<file path="config.mk">
export PLATFORM = sky130hd
export DESIGN_NAME = weak_bus_arbiter_flat
export DESIGN_NICKNAME = d
export VERILOG_FILES = /design/src/rtl/weak_bus_arbiter_if.sv /design/src/rtl/weak_bus_arbiter.sv /design/src/flat_wrapper.sv
export SDC_FILE = /design/constraint.sdc
export NUM_CORES = 1
export LEC_CHECK = 0
export ABC_AREA = 1
export BUFFER_PORTS_ARGS = -buffer_cell sky130_fd_sc_hd__buf_2
export CAP_MARGIN = 20
export CORE_AREA = 2 2 123 125
export CTS_BUF_LIST = sky130_fd_sc_hd__clkbuf_2
export CTS_CLUSTER_DIAMETER = 100
export DETAILED_ROUTE_END_ITERATION = 10
export DIE_AREA = 0 0 125 127
export SETUP_SLACK_MARGIN = 0.1
export SYNTH_ARGS = -nofsm -noshare
export SYNTH_HDL_FRONTEND = slang
export SYNTH_SLANG_ARGS = --single-unit
</file>
<file path="constraint.sdc">
create_clock -name clk -period 4.09 [get_ports clk]
set_input_delay 1.227 -clock clk [delete_from_list [all_inputs] [get_ports clk]]
set_output_delay 1.227 -clock clk [all_outputs]
set_load 0.02 [all_outputs]
</file>
<file path="src/rtl/weak_bus_arbiter_if.sv">
// ---------------------------------------------------------------------------
// weak_bus_arbiter_if
//
// Signal bundle for the two-master / one-slave weakcore bus arbiter.
// It carries both master-side ports (m0_*, m1_*) and the shared slave-side
// port (s_*).
//
// Modports:
//   master : the arbiter's view. The arbiter owns the shared slave bus, so
//            it drives s_* and the per-master response signals (in/ack/err).
//   slave  : the environment's view (the two requesters plus the slave
//            device). It drives requests, write data and the slave response.
//
// Per master x (0, 1):
//   mx_req      request, held until mx_ack
//   mx_addr     word address (bits [1:0] zero)
//   mx_wr       write enable
//   mx_wr_mask  byte-lane write mask
//   mx_out      write data
//   mx_in       read data, valid with mx_ack
//   mx_ack      transaction done, 1-cycle pulse
//   mx_err      timeout flag, only together with mx_ack
// Slave:
//   s_req, s_addr, s_wr, s_wr_mask, s_out  request towards the slave
//   s_in, s_ack                            slave response
// ---------------------------------------------------------------------------
interface weak_bus_arbiter_if;

  logic        m0_req;
  logic [31:0] m0_addr;
  logic        m0_wr;
  logic [3:0]  m0_wr_mask;
  logic [31:0] m0_out;
  logic [31:0] m0_in;
  logic        m0_ack;
  logic        m0_err;

  logic        m1_req;
  logic [31:0] m1_addr;
  logic        m1_wr;
  logic [3:0]  m1_wr_mask;
  logic [31:0] m1_out;
  logic [31:0] m1_in;
  logic        m1_ack;
  logic        m1_err;

  logic        s_req;
  logic [31:0] s_addr;
  logic        s_wr;
  logic [3:0]  s_wr_mask;
  logic [31:0] s_out;
  logic [31:0] s_in;
  logic        s_ack;

  modport master (
    input  m0_req, m0_addr, m0_wr, m0_wr_mask, m0_out,
    output m0_in, m0_ack, m0_err,
    input  m1_req, m1_addr, m1_wr, m1_wr_mask, m1_out,
    output m1_in, m1_ack, m1_err,
    output s_req, s_addr, s_wr, s_wr_mask, s_out,
    input  s_in, s_ack
  );

  modport slave (
    output m0_req, m0_addr, m0_wr, m0_wr_mask, m0_out,
    input  m0_in, m0_ack, m0_err,
    output m1_req, m1_addr, m1_wr, m1_wr_mask, m1_out,
    input  m1_in, m1_ack, m1_err,
    input  s_req, s_addr, s_wr, s_wr_mask, s_out,
    output s_in, s_ack
  );

endinterface

</file>
<file path="src/rtl/weak_bus_arbiter.sv">
// ---------------------------------------------------------------------------
// weak_bus_arbiter
//
// Round-robin arbiter letting two weakcore-bus masters (m0: core, m1: debug
// loader / DMA) share one slave. A grant is held until the slave acks; a
// watchdog terminates transactions the slave never acknowledges, returning
// ack+err to the granted master.
//
// Parameters:
//   TIMEOUT_CYCLES  cycles s_req may stay high without s_ack before forced
//                   termination (0 disables the watchdog), 0..65535
//
// Ports:
//   clk  clock
//   rst  synchronous reset, active-low
//   bus  weak_bus_arbiter_if.master (m0_*, m1_*, s_* signals)
//
// Timing: a request seen in IDLE is registered as a grant at the next edge;
// from then on the slave request and the master response are combinational
// from the granted master and the slave. Every transaction is followed by
// at least one IDLE cycle.
// ---------------------------------------------------------------------------
module weak_bus_arbiter #(
  parameter int unsigned TIMEOUT_CYCLES = 255
) (
  input  logic                clk,
  input  logic                rst,
  weak_bus_arbiter_if.master  bus
);

  localparam logic [1:0] IDLE  = 2'd0;
  localparam logic [1:0] BUSY0 = 2'd1;
  localparam logic [1:0] BUSY1 = 2'd2;

  localparam bit         WDOG_EN   = (TIMEOUT_CYCLES != 0);
  // Last counter value before forced termination; guarded so a disabled
  // watchdog does not underflow the constant.
  localparam logic [15:0] WDOG_LAST = WDOG_EN ? 16'(TIMEOUT_CYCLES - 1) : 16'd0;

  logic [1:0]  state;
  logic [1:0]  state_nxt;
  logic        prio;
  logic        prio_nxt;
  logic [15:0] wdog;

  logic        busy0;
  logic        busy1;
  logic        busy;
  logic        sel_req;
  logic        done_ok;
  logic        timeout;
  logic        abort;

  assign busy0   = (state == BUSY0);
  assign busy1   = (state == BUSY1);
  assign busy    = busy0 | busy1;
  assign sel_req = busy1 ? bus.m1_req : bus.m0_req;

  // A slave ack always wins over a coincident timeout. A granted master
  // that withdraws its request (protocol violation) is dropped silently,
  // which also takes precedence over a timeout in the same cycle.
  assign done_ok = busy & bus.s_ack;
  assign abort   = busy & ~bus.s_ack & ~sel_req;
  assign timeout = WDOG_EN & busy & ~bus.s_ack & sel_req & (wdog == WDOG_LAST);

  // Slave-side request: straight pass-through of the granted master.
  assign bus.s_req     = busy;
  assign bus.s_addr    = busy0 ? bus.m0_addr    : (busy1 ? bus.m1_addr    : 32'd0);
  assign bus.s_wr      = busy0 ? bus.m0_wr      : (busy1 ? bus.m1_wr      : 1'b0);
  assign bus.s_wr_mask = busy0 ? bus.m0_wr_mask : (busy1 ? bus.m1_wr_mask : 4'd0);
  assign bus.s_out     = busy0 ? bus.m0_out     : (busy1 ? bus.m1_out     : 32'd0);

  // Master-side response: only the granted master sees anything; read data
  // is forced to zero on a timeout so stale bus contents never leak out.
  assign bus.m0_ack = busy0 & (done_ok | timeout);
  assign bus.m0_err = busy0 & timeout;
  assign bus.m0_in  = (busy0 & ~timeout) ? bus.s_in : 32'd0;

  assign bus.m1_ack = busy1 & (done_ok | timeout);
  assign bus.m1_err = busy1 & timeout;
  assign bus.m1_in  = (busy1 & ~timeout) ? bus.s_in : 32'd0;

  always_comb begin
    state_nxt = state;
    prio_nxt  = prio;
    case (state)
      IDLE: begin
        if (bus.m0_req && (!bus.m1_req || !prio)) begin
          state_nxt = BUSY0;
        end else if (bus.m1_req) begin
          state_nxt = BUSY1;
        end
      end
      BUSY0, BUSY1: begin
        if (done_ok || timeout) begin
          state_nxt = IDLE;
          // Hand the tie-break to the master that was not just served.
          prio_nxt  = busy0;
        end else if (abort) begin
          state_nxt = IDLE;
        end
      end
      default: state_nxt = IDLE;
    endcase
  end

  // Registered stage: grant state, round-robin pointer and watchdog.
  always_ff @(posedge clk) begin
    if (!rst) begin
      state <= IDLE;
      prio  <= 1'b0;
      wdog  <= 16'd0;
    end else begin
      state <= state_nxt;
      prio  <= prio_nxt;
      wdog  <= busy ? (wdog + 16'd1) : 16'd0;
    end
  end

endmodule

</file>
<file path="src/flat_wrapper.sv">
// flat-port wrapper written by rule: the top's interface ports become plain ports
module weak_bus_arbiter_flat 
#(
  parameter int unsigned TIMEOUT_CYCLES = 255
)
  (clk, rst, bus_m0_req, bus_m0_addr, bus_m0_wr, bus_m0_wr_mask, bus_m0_out, bus_m0_in, bus_m0_ack, bus_m0_err, bus_m1_req, bus_m1_addr, bus_m1_wr, bus_m1_wr_mask, bus_m1_out, bus_m1_in, bus_m1_ack, bus_m1_err, bus_s_req, bus_s_addr, bus_s_wr, bus_s_wr_mask, bus_s_out, bus_s_in, bus_s_ack);
  weak_bus_arbiter_if bus_i ();
  input  logic clk;
  input  logic rst;
  input wire logic [$bits(bus_i.m0_req)-1:0] bus_m0_req;
  input wire logic [$bits(bus_i.m0_addr)-1:0] bus_m0_addr;
  input wire logic [$bits(bus_i.m0_wr)-1:0] bus_m0_wr;
  input wire logic [$bits(bus_i.m0_wr_mask)-1:0] bus_m0_wr_mask;
  input wire logic [$bits(bus_i.m0_out)-1:0] bus_m0_out;
  output wire logic [$bits(bus_i.m0_in)-1:0] bus_m0_in;
  output wire logic [$bits(bus_i.m0_ack)-1:0] bus_m0_ack;
  output wire logic [$bits(bus_i.m0_err)-1:0] bus_m0_err;
  input wire logic [$bits(bus_i.m1_req)-1:0] bus_m1_req;
  input wire logic [$bits(bus_i.m1_addr)-1:0] bus_m1_addr;
  input wire logic [$bits(bus_i.m1_wr)-1:0] bus_m1_wr;
  input wire logic [$bits(bus_i.m1_wr_mask)-1:0] bus_m1_wr_mask;
  input wire logic [$bits(bus_i.m1_out)-1:0] bus_m1_out;
  output wire logic [$bits(bus_i.m1_in)-1:0] bus_m1_in;
  output wire logic [$bits(bus_i.m1_ack)-1:0] bus_m1_ack;
  output wire logic [$bits(bus_i.m1_err)-1:0] bus_m1_err;
  output wire logic [$bits(bus_i.s_req)-1:0] bus_s_req;
  output wire logic [$bits(bus_i.s_addr)-1:0] bus_s_addr;
  output wire logic [$bits(bus_i.s_wr)-1:0] bus_s_wr;
  output wire logic [$bits(bus_i.s_wr_mask)-1:0] bus_s_wr_mask;
  output wire logic [$bits(bus_i.s_out)-1:0] bus_s_out;
  input wire logic [$bits(bus_i.s_in)-1:0] bus_s_in;
  input wire logic [$bits(bus_i.s_ack)-1:0] bus_s_ack;
  assign bus_i.m0_req = bus_m0_req;
  assign bus_i.m0_addr = bus_m0_addr;
  assign bus_i.m0_wr = bus_m0_wr;
  assign bus_i.m0_wr_mask = bus_m0_wr_mask;
  assign bus_i.m0_out = bus_m0_out;
  assign bus_m0_in = bus_i.m0_in;
  assign bus_m0_ack = bus_i.m0_ack;
  assign bus_m0_err = bus_i.m0_err;
  assign bus_i.m1_req = bus_m1_req;
  assign bus_i.m1_addr = bus_m1_addr;
  assign bus_i.m1_wr = bus_m1_wr;
  assign bus_i.m1_wr_mask = bus_m1_wr_mask;
  assign bus_i.m1_out = bus_m1_out;
  assign bus_m1_in = bus_i.m1_in;
  assign bus_m1_ack = bus_i.m1_ack;
  assign bus_m1_err = bus_i.m1_err;
  assign bus_s_req = bus_i.s_req;
  assign bus_s_addr = bus_i.s_addr;
  assign bus_s_wr = bus_i.s_wr;
  assign bus_s_wr_mask = bus_i.s_wr_mask;
  assign bus_s_out = bus_i.s_out;
  assign bus_i.s_in = bus_s_in;
  assign bus_i.s_ack = bus_s_ack;
  weak_bus_arbiter #(.TIMEOUT_CYCLES(TIMEOUT_CYCLES)) u_core (.clk(clk), .rst(rst), .bus(bus_i));
endmodule
</file>
==> metrics.yaml, run 1 <==
cts_tree: "yes"
crit_type: "in2out"
yosys.area.top_type: "nand2_1"
crit_chain: "buf_2 > inv_1 > nand2_1 > a21oi_4 > nand3_4 > nand2_4 > nor2_1 > buf_2"
yosysSeqAreaShare_pct: 15.1
grt_remaining_overflow: 0
ant_nets: 0
async_flop_share_pct: 0
highest_layer: "met4"
crit_top_cell: "buf_2"
grt_max_degree: 71
cp_slowest_stage_delay_ns: 0.30
synth_nets: 685
r2r_start: "u_core.state[0]"
cp_top_family: "simple AND/OR/NAND/NOR gates"
clkPwrFrac_pct: 6.8
final_cell_mix: "buf_2 (312), nand2_1 (179), nor2_1 (97)"
yosysUniqueCellTypes: 27
ctsHoldBuffers: 0
required_ns: 2.86
p_comb_share_pct: 78.1
port_buffers: 312
seq_area_um2: 380
die_h_um: 127
finalPower_mw: 1.33
ioPinCount: 313
reg2reg_to: "u_core.wdog[12]"
syn_to_final_growth_pct: 67.2
dieWidth_um: 125
power_density_nw_per_um2: 315
maxSlewViolCount: 0
nFillCells: 1691
grt_pass1_vias: 3537
hold-path-cell-count: 1
cts_max_level: 1
synth_seq_cells: 19
track_usage_pct: 13.4
seq_power_share_pct: 15.1
r2r_cells: 6
synth-edff-count: 0
multiInputGateArea_um2: 1760
setup_ws_ns: 0.549
clock_latency_ns: 0.33
end_kind: "output port"
antenna_found_initial: 2
drc: 0
maxCapViolCount: 0
relSlewSlack_pct: 50.8
worstMarginPinSlew_ns: 0.738
hp-start: "u_core.wdog[0]"
cts.sinks: 19
status: "completed"
nNetsFinal: 977
route.vias.total: 4091
dr_wl_met3_um: 934
r2r_slack_ns: 2.40
pre_cts_ws_ns: 0.546
rsz0062_at_grt: "false"
cts-buffers-inserted: 3
hold_end: "u_core.wdog[0]"
final-setup-viol-count: 0
swShare_pct: 58.9
power.internal_mw: 0.547
post_drt_via_cell_ratio: 4.17
ir_worst_vdd_mv: 0.106
drt-initial-drc-count: 162
postCtsSetupBuffers: 0
cp.arrival_ns: 2.31
finalHoldViolations: 0
fmax_mhz: 282
wl_met2_mm: 5.81
core-area_um2: 14400
fin_crit_sh_pct: 86.6
start_kind: "input pin"
postSynthCellCount: 505
root_buffer: "clkbuf_2"
drive_gt1_share_pct: 42.6
m1WireLength_mm: 5.05
post_cts_resize_count: 0
dieArea_um2: 15900
fin_skew_ns: 0.0171
globalplace.congestion: 0.866
slowest_stage: "nand2_4"
dp_hpwl_mm: 9.86
period_needed_ns: 3.54
netSwitchingPower_mw: 0.783
synth_area_leaders: "nand2_1 (27%), dfxtp_1 (15%), nand3_1 (15%)"
wl_mm: 11.9
synth_area_um2: 2520
p_leak_nw: 2.74
start_util_pct: 17.5
path_buf_inv: 3
firstDrtPassIters: 4
synth_warnings: 0
worstPathMaxFanout: 32
synthFlopType: "dfxtp_1"
yosys.area.top_type_share_pct: 26.6
fin_tns_setup_ns: 0
final_common_cell: "buf_2"
routedWlPerCell_um: 12.1
clockBufferDepth: 2
hp-class: "reg2reg"
grt_pass1_wl_mm: 17.7
avgSynthCellArea_um2: 5.00
rows: 44
cts.clk_slew.worst_paths_ns: 0.22
worst max-delay path by stage:
| stage | from | to | slack [ns] | cells after the start |
|---|---|---|---|---|
| final | bus_s_ack | bus_m1_in[30] | 0.55 | 8 |
| after global routing | u_core.state[1] | bus_m0_in[9] | 0.34 | 6 |
| after CTS | bus_s_ack | bus_m1_in[30] | 0.54 | 8 |
| after detailed placement | bus_s_ack | bus_m1_in[30] | 0.55 | 8 |
| after global placement | bus_s_ack | bus_m0_in[16] | 0.55 | 8 |
| after floorplan | bus_s_ack | bus_m0_ack | 0.83 | 7 |
cell type report:
type	instances	share of cell area [%]
Sequential cell	19	9.01
Clock buffer	3	0.356
Multi-Input combinational cell	398	41.7
Antenna cell	2	0.119
Timing Repair Buffer	316	38.0
Inverter	59	5.24
Tap cell	184	5.45
Clock inverter	1	0.178
cells by family (layout without fill, tap and decap cells):
kind of cell,after synthesis,after routing,share of synthesized area (%)
DFF,19,19,15.1
adders and majority gates,5,5,2.48
AOI/OAI and AO/OA,27,27,6.05
other,0,2,0
buffers and inverters,88,379,15.5
and+or+nand+nor,366,366,61.0
cell usage after synthesis, drive strengths merged, types with 3 or more instances:
library cell	instances
nor2	100
dfxtp	19
o21ai	10
inv	59
ha	5
nand4	4
nand2	182
nand3	76
clkbuf	14
nor3	3
buf	15
a21oi	14
worst reg2reg max path: stages, from the launching register on:
cell	delay [ns]
dfxtp_1	0.40
inv_1	0.07
ha_1	0.36
nand2_1	0.23
inv_1	0.32
o21ai_0	0.14
a21oi_1	0.12
layer usage:
metal | global-route usage [%] | up-vias
li1 | - | 2143
met1 | 17.3 | 1746
met2 | 23.5 | 192
met3 | 2.60 | 10
met4 | 2.03 | 0
met5 | 0 | -
state kept, by name (all words and copies together), names as in the netlist:
| register | flops |
|---|---|
| u_core.state | 2 |
| u_core.wdog | 16 |
| u_core.prio | 1 |
through the flow:
| stage | hold WS, ns | std cells | cell area [um2] | util (%) |
|---|---|---|---|---|
| after floorplan | 0.430 | 505 | 2520 | - |
| after global placement | 0.446 | 976 | 4200 | 29.1 |
| after detailed placement | 0.453 | 976 | 4200 | 29.1 |
| after CTS | 0.489 | 980 | 4220 | 29.2 |
| after global routing | 0.526 | 980 | 4220 | 29.2 |
| final | 0.489 | 982 | 4220 | 29.3 |
power by group through the flow:
stage	clock network, mW	registers [mW]	logic, mW
6_report	0.0903	0.201	1.04
5_1_grt	0.102	0.204	1.14
4_1_cts	0.0941	0.202	1.05
3_5_place_dp	0	0.205	1.05
3_3_place_gp	0	0.205	1.05
2_1_floorplan	0	0.204	0.689
(Power assumes the default switching activity.)
==> run 2: changes to the inputs <==
CTS_CLUSTER_SIZE = 12   (was default)
clock period = 3.4 ns   (was 4.09 ns; I/O delays follow)
==> run 2 against run 1 <==
Setup slack got worse by 0.30 ns. Worst hold slack barely moved. Power rose by 20%. Largest cell class unchanged. Register-to-register slack got worse by 0.67 ns. Critical path type unchanged.
==> metrics.yaml, run 2 (synthesized netlist as in run 1, its figures left out) <==
dieWidth_um: 125
fin_tns_setup_ns: 0
track_usage_pct: 13.5
clockBufferDepth: 2
required_ns: 2.38
maxCapViolCount: 0
finalHoldViolations: 0
rows: 44
setup_ws_ns: 0.251
fin_util_pct: 29.3
p_leak_nw: 2.75
post_drt_via_cell_ratio: 4.13
grt_max_degree: 71
status: "completed"
crit_top_cell: "buf_2"
nNetsFinal: 978
relSlewSlack_pct: 73.7
final_cell_mix: "buf_2 (312), nand2_1 (179), nor2_1 (97)"
ir_worst_vdd_mv: 0.118
dieArea_um2: 15900
wl_mm: 12.1
largest_reg_flops: 16
port_buffers: 312
period_needed_ns: 3.15
cts.sinks: 19
pre_cts_ws_ns: 0.248
drt-initial-drc-count: 136
die_h_um: 127
ant_nets: 0
ioPinCount: 313
cts.clk_slew.worst_paths_ns: 0.18
end_kind: "output port"
core-area_um2: 14400
r2r_start: "u_core.state[1]"
startpoint: "bus_s_ack"
final_common_cell: "buf_2"
antenna_found_initial: 1
start_kind: "input pin"
maxSlewViolCount: 0
route.vias.total: 4057
cp.arrival_ns: 2.13
root_buffer: "clkbuf_2"
start_util_pct: 17.5
cts_tree: "yes"
postCtsSetupBuffers: 0
r2r_slack_ns: 1.73
regMostFlops: "u_core.wdog"
grt_remaining_overflow: 0
slowest_stage: "nand2_4"
reg_top3: "u_core.wdog: 16 flops, u_core.state: 2 flops, u_core.prio: 1 flops"
power_density_nw_per_um2: 378
cts_max_level: 1
grt_pass1_wl_mm: 17.9
crit_chain: "buf_2 > inv_1 > nand2_1 > a21oi_4 > nand3_4 > nand2_4 > nor2_1 > buf_2"
r2r_cells: 6
reg2reg_to: "u_core.wdog[5]"
dp_hpwl_mm: 10.0
crit_type: "in2out"
final-setup-viol-count: 0
drive_gt1_share_pct: 42.7
worstMarginPinSlew_ns: 0.395
grt_pass1_vias: 3569
globalplace.congestion: 0.855
routedWlPerCell_um: 12.3
firstDrtPassIters: 7
holdWs_ns: 0.489
fin_crit_sh_pct: 92.6
cp_slowest_stage_delay_ns: 0.30
rsz0062_at_grt: "true"
fin_skew_ns: 0.00123
cts-buffers-inserted: 3
hp-class: "reg2reg"
ctsHoldBuffers: 0
drc: 0
worstPathMaxFanout: 32
clock_latency_ns: 0.31
fmax_mhz: 318
critical_path.endpoint: "bus_m0_in[16]"
syn_to_final_growth_pct: 67.4
fin_area_um2: 4230
place_area_um2: 4200
post_cts_resize_count: 0
## run 2: cell count changes in the layout (fill, tap and decap cells not counted)
cell	change
buf_4	+1
clkinvlp_4	-1
clkbuf_2	+1
## run 2: critical path, delay by kind of cell
family,cells,cell delay (ns)
simple gates,4,0.59
buf+inv,3,0.33
compound gates,1,0.18
## run 2: how the worst min path moves through the flow
stage | depth (start not counted) | to | slack [ns] | start
detailed placement | 1 | u_core.wdog[0] | 0.46 | u_core.wdog[0]
finish | 1 | u_core.wdog[0] | 0.49 | u_core.wdog[0]
floorplan | 1 | u_core.wdog[0] | 0.43 | u_core.wdog[0]
global route | 1 | u_core.wdog[0] | 0.53 | u_core.wdog[0]
CTS | 1 | u_core.wdog[0] | 0.49 | u_core.wdog[0]
global placement | 1 | u_core.wdog[0] | 0.45 | u_core.wdog[0]
## run 2: area by class of cell
cell class              instances  area (um2)
fillers                      1694       10200
repair buffers                317        1610
multi-input cells             398        1760
well taps                     184         230
clock buffers                   4        20.0
inverters                      59         221
flip-flops and latches         19         380
diodes                          2        5.00
## run 2: stage by stage
step	total power [mW]	cells
finish	1.60	983
global route	1.73	981
CTS	1.62	981
global placement	1.51	977
detailed placement	1.51	977
floorplan	1.07	505
## run 2: metal layers
metal  share of wire [%]  vias up  GRT usage (%)  wire length (um)
met5                   0        -              0                 0
met1                  41     1705           16.6              4960
met4                 1.6        0           2.61               199
met3                 8.2       12           3.27               989
li1                    -     2139              -                 -
met2                  49      201           24.2              5910
## run 2: power breakdown
group / switching [mW] / total (mW) / internal, mW
Sequential: 0.00780 / 0.242 / 0.234
Clock: 0.0711 / 0.102 / 0.0312
Combinational: 0.854 / 1.25 / 0.400
Total: 0.933 / 1.60 / 0.665
